**src/rtl/ldl_rr_arbiter.sv**
```systemverilog
`timescale 1ns/1ps
// ldl_rr_arbiter
// Round-robin arbiter for N requesters with a registered one-hot grant,
// its binary index and a grant/ack handshake. A grant is held until the
// grantee acks. The ack then moves the priority pointer one past the
// grantee and re-arbitrates in the same cycle, so a new grant can follow
// with no bubble.
//
// Ports:
//   clk      rising-edge clock
//   rst      asynchronous active-high reset
//   en       arbitration enable (blocks new grants only)
//   req      request vector, bit i = requester i
//   ack      grantee releases the current grant (ignored while idle)
//   gnt      registered one-hot grant, zero when no grant
//   gnt_vld  a grant is outstanding
//   gnt_idx  binary index of the grantee, holds last value when idle
module ldl_rr_arbiter #(
  parameter int N     = 4,
  parameter int IDX_W = $clog2(N)
) (
  input  logic             clk,
  input  logic             rst,
  input  logic             en,
  input  logic [N-1:0]     req,
  input  logic             ack,
  output logic [N-1:0]     gnt,
  output logic             gnt_vld,
  output logic [IDX_W-1:0] gnt_idx
);

  localparam int SUM_W = IDX_W + 1;
  localparam logic [IDX_W-1:0] LAST_IDX = IDX_W'(N - 1);
  localparam logic [IDX_W-1:0] IDX_ONE  = IDX_W'(1);
  localparam logic [IDX_W-1:0] IDX_ZERO = {IDX_W{1'b0}};
  localparam logic [SUM_W-1:0] SUM_N    = SUM_W'(N);

  typedef enum logic [0:0] {
    IDLE = 1'b0,
    BUSY = 1'b1
  } state_t;

  state_t           state_r, state_nxt_s;
  logic [IDX_W-1:0] ptr_r, ptr_nxt_s;
  logic [IDX_W-1:0] gnt_idx_r, gnt_idx_nxt_s;
  logic [N-1:0]     gnt_r, gnt_nxt_s;
  logic             gnt_vld_r, gnt_vld_nxt_s;
  logic [IDX_W-1:0] ack_ptr_s;
  logic [IDX_W-1:0] scan_base_s;
  logic [IDX_W-1:0] sel_idx_s;
  logic             sel_found_s;
  logic [SUM_W-1:0] cand_sum_s;
  logic [IDX_W-1:0] cand_idx_s;

  function automatic logic [N-1:0] to_onehot(input logic [IDX_W-1:0] idx);
    logic [N-1:0] one;
    one = {{(N-1){1'b0}}, 1'b1};
    return one << idx;
  endfunction

  // Pointer value one past the current grantee, wrapping N-1 to 0.
  always_comb begin
    if (gnt_idx_r == LAST_IDX) begin
      ack_ptr_s = IDX_ZERO;
    end else begin
      ack_ptr_s = gnt_idx_r + IDX_ONE;
    end
  end

  // Scan origin: on an ack the scan must already use the advanced pointer.
  always_comb begin
    if (state_r == BUSY) begin
      scan_base_s = ack_ptr_s;
    end else begin
      scan_base_s = ptr_r;
    end
  end

  // Rotating-priority search: first set req bit from scan_base_s upward, modulo N.
  always_comb begin
    sel_found_s = 1'b0;
    sel_idx_s   = IDX_ZERO;
    cand_sum_s  = {SUM_W{1'b0}};
    cand_idx_s  = IDX_ZERO;
    for (int k = 0; k < N; k++) begin
      cand_sum_s = SUM_W'(scan_base_s) + SUM_W'(k);
      if (cand_sum_s >= SUM_N) begin
        cand_sum_s = cand_sum_s - SUM_N;
      end else begin
        cand_sum_s = cand_sum_s;
      end
      cand_idx_s = cand_sum_s[IDX_W-1:0];
      if (!sel_found_s && req[cand_idx_s]) begin
        sel_found_s = 1'b1;
        sel_idx_s   = cand_idx_s;
      end else begin
        sel_found_s = sel_found_s;
      end
    end
  end

  // Next-state and next-output logic of the grant FSM.
  always_comb begin
    state_nxt_s   = state_r;
    ptr_nxt_s     = ptr_r;
    gnt_nxt_s     = gnt_r;
    gnt_vld_nxt_s = gnt_vld_r;
    gnt_idx_nxt_s = gnt_idx_r;
    case (state_r)
      IDLE: begin
        if (en && sel_found_s) begin
          gnt_nxt_s     = to_onehot(sel_idx_s);
          gnt_idx_nxt_s = sel_idx_s;
          gnt_vld_nxt_s = 1'b1;
          state_nxt_s   = BUSY;
        end else begin
          state_nxt_s   = IDLE;
        end
      end
      BUSY: begin
        if (ack) begin
          ptr_nxt_s = ack_ptr_s;
          if (en && sel_found_s) begin
            gnt_nxt_s     = to_onehot(sel_idx_s);
            gnt_idx_nxt_s = sel_idx_s;
            gnt_vld_nxt_s = 1'b1;
            state_nxt_s   = BUSY;
          end else begin
            // gnt_idx keeps the last grantee while idle
            gnt_nxt_s     = {N{1'b0}};
            gnt_vld_nxt_s = 1'b0;
            state_nxt_s   = IDLE;
          end
        end else begin
          state_nxt_s = BUSY;
        end
      end
      default: begin
        gnt_nxt_s     = {N{1'b0}};
        gnt_vld_nxt_s = 1'b0;
        state_nxt_s   = IDLE;
      end
    endcase
  end

  // State, pointer and registered grant outputs.
  always_ff @(posedge clk or posedge rst) begin
    if (rst) begin
      state_r   <= IDLE;
      ptr_r     <= IDX_ZERO;
      gnt_r     <= {N{1'b0}};
      gnt_vld_r <= 1'b0;
      gnt_idx_r <= IDX_ZERO;
    end else begin
      state_r   <= state_nxt_s;
      ptr_r     <= ptr_nxt_s;
      gnt_r     <= gnt_nxt_s;
      gnt_vld_r <= gnt_vld_nxt_s;
      gnt_idx_r <= gnt_idx_nxt_s;
    end
  end

  assign gnt     = gnt_r;
  assign gnt_vld = gnt_vld_r;
  assign gnt_idx = gnt_idx_r;

endmodule

```
**config.mk**
```make
export PLATFORM = sky130hd
export DESIGN_NAME = ldl_rr_arbiter
export DESIGN_NICKNAME = d
export VERILOG_FILES = /design/src/rtl/ldl_rr_arbiter.sv
export SDC_FILE = /design/constraint.sdc
export NUM_CORES = 1
export LEC_CHECK = 0
export BUFFER_PORTS_ARGS = -buffer_cell sky130_fd_sc_hd__buf_2
export CORE_AREA = 2 2 39 41
export CTS_CLUSTER_SIZE = 25
export DETAILED_ROUTE_END_ITERATION = 12
export DIE_AREA = 0 0 41 43
export REMOVE_ABC_BUFFERS = 1
export SLEW_MARGIN = 0
export SYNTH_ARGS = -nofsm -noshare
export SYNTH_HDL_FRONTEND = slang
export SYNTH_SLANG_ARGS = --single-unit
```
**constraint.sdc**
```tcl
create_clock -name clk -period 3.37 [get_ports clk]
set_input_delay 0.1685 -clock clk [delete_from_list [all_inputs] [get_ports clk]]
set_output_delay 0.1685 -clock clk [all_outputs]
set_load 0.005 [all_outputs]
```
==> impl_metrics.toml <==
[sta]
worst_slew_margin_relative_to_its_limit = 0.5881
fin_worst_skew_ns = 0.007630
setup_total_negative_slack_ns = 0
setup_viol = 0
worst-slew-pin-transition_ns = 0.6022
layout_min_cycle_time_ns = 2.113
hold_viol_final = 0
fmax_ghz = 0.4734
maxSlewViolCount = 0
fin_crit_share = 0.6269
rsz_0062_raised_after_global_routing = "false"

[run]
timing.max_cap.violations = 0

[cts]
clkTransAtPathRegs_ns = 0.06
root_buffer = "clkbuf_4"
clock_insertion_delay_worst_skew_ns = 0.26
cts-root-to-sink-buffers = 2
h_tree_lvl_count = 1
clkSinkCount = 10
tritoncts.num_buffers = 3
post_cts.resized_instances = 0
tritoncts = "done"

[yosys]
ys_top_cells_by_count = "dfrtp_1, nand2_1, nand3_1"
synthesis.instances = 51
synth.yosys.warnings = 0
yosysMostFrequentCell = "dfrtp_1"
synth_edf_count = 0
mappedNetlistArea_um2 = 528.0
mean_cell_area_of_the_mapped_netlist_um2 = 10.35
synth_seq_cells = 10
synth_ff_type = "dfrtp_1"
ys_seq_area_frac = 0.4739
synth_top_area_frac = 0.4739
synth_async_sr_flop_share = 1.000
yosysUniqueCellTypes = 24
post-synth-top-area-cell = "dfrtp_1"
synthTopCellsByArea = "dfrtp_1, nand3_1, o31ai_1"

[global_routing]
antenna_found_initial = 0
first_pass_grt_wire_length_um = 1697
grt_max_degree = 14
gr-total-overflow = 0
first_global_vias = 410
grt_use_total = 0.1481

[detailed_routing]
drt_wl_total_um = 1018
length_of_the_first_detailed_routing_pass_in_iterations = 4
drcViolationCount = 0
drt.antenna.violating_nets = 0
drt-vias-per-instance = 5.310
drt-initial-drc-count = 7
wire_per_inst_um = 12.12
dr_total_vias = 446

[setup_path]
worst_ep_required_time_ns = 3.49
timing.setup.critical_path_class = "reg2reg"
worst_setup_ep_type = "flip-flop"
worst_ep_arrival_time_ns = 2.24
worst-r2r-setup-slack_ns = 1.26
top_fanout_value_on_the_critical_path = 7
startpoint_type = "flip-flop"

[floorplanning]
core-area_mm2 = 0.001384
top_level_port_count = 15
die-area_mm2 = 0.001763
die_w_um = 41
die_h_um = 43
initial_utilization = 0.3816
num_rows = 14

[power_and_ir_drop]
power-per-cell-area_mw_per_mm2 = 724.1
max-vdd-ir-drop_v = 0.0003657
total_leakage_power_nw = 0.3098

[worst_hold_path]
min-delay-path-class = "in2reg"

[finish]
finalNetCount = 79
inserted_diodes = 0
postLayoutCellArea_um2 = 646.9
area.growth.synth_to_final_pct = 22.51
drive_above_1_share = 0.3382

[place]
portBuffers = 14
gpl_congestion = 0.7498
hpwl_um = 823.7
placedInstanceArea_um2 = 614.3

[status]
status = "finished clean"
## worst max-delay path, stage by stage, from the launching register on
cell,delay (ns)
dfrtp_1,0.40
ha_1,0.32
mux2i_2,0.29
or3b_1,0.17
a21oi_1,0.07
a2111oi_0,0.57
o31ai_1,0.15
## cells by family after synthesis
family	share of synthesized area
AND/OR/NAND/NOR	0.2204
AO/OA/AOI/OAI	0.1801
flip-flops	0.4739
multiplexers	0.08767
buffers and inverters	0.01420
adder cells (fa/ha/maj)	0.02369
## placed cells by master (no fill, tap or decap)
master,synthesis,routed
ha_1,1,1
o2111ai_1,1,1
a21bo_2,1,1
o31ai_1,4,4
o21ai_0,2,2
buf_2,0,14
o2111a_1,1,1
nand3_1,6,6
a2111oi_0,1,1
dfrtp_1,10,10
mux2i_1,1,1
nand3b_1,2,2
dlygate4sd3_1,0,1
inv_1,1,1
and2_2,1,1
or3b_1,1,1
a21oi_1,1,1
or2b_1,1,1
nand2b_1,1,1
nor2_1,3,3
nand2_1,6,6
a2111o_1,1,1
clkbuf_4,0,3
and3_2,1,1
mux2_2,2,2
mux2i_2,1,1
## flip-flops by register name, indices dropped and copies added (netlist names)
register and flops:
gnt_vld 1, gnt_idx 2, ptr_r 2, state_r 1, gnt 4
## through the flow
step	hold WS (ns)	worst slack, ns	cells	total power [mW]	utilization
after floorplan	0.008678	1.444	50	0.3276	-
after global placement	0.1644	1.328	80	0.3900	0.4439
after detailed placement	0.1706	1.256	80	0.3952	0.4439
after CTS	0.1339	1.250	84	0.4778	0.4675
after global routing	0.1493	1.006	84	0.5155	0.4675
final	0.1452	1.257	84	0.4684	0.4675
## area by class of cell
class | count | area [um2]
Inverter | 1 | 3.754
Clock buffer | 3 | 22.52
Fill cell | 138 | 737.0
Timing Repair Buffer | 15 | 80.08
Multi-Input combinational cell | 39 | 270.3
Tap cell | 16 | 20.02
Sequential cell | 10 | 250.2
## per-layer routing
layer,share of wire,up-vias,track usage
li1,-,228,-
met1,0.45,203,0.1661
met2,0.47,15,0.2219
met3,0.074,0,0.08377
met4,0,0,0.06000
met5,0,-,0
## final timing paths
kind | startpoint | endpoint | cells past startpoint
min | en | state_r | 2
max in group asynchronous | rst | gnt_vld | 3
min reg2reg | gnt_vld | gnt_vld | 2
min in group asynchronous | rst | gnt_idx[0] | 3
max | gnt_idx[0] | gnt[1] | 6
max reg2reg | gnt_idx[0] | gnt[1] | 6
## timing repair
item                                    in CTS  in global routing
hold buffers                                 1                  0
endpoints found under the setup margin       0                  0
buffers inserted                             0                  0
hold endpoints to repair                    10                  0
## where the power goes
part / leakage, nW / internal [mW] / total [mW] / switching [mW]
logic: 0.172 / 0.0974 / 0.202 / 0.105
clock network: 0.0138 / 0.0411 / 0.0785 / 0.0375
registers: 0.124 / 0.163 / 0.188 / 0.0251
Power figures use the tool's default switching activity.
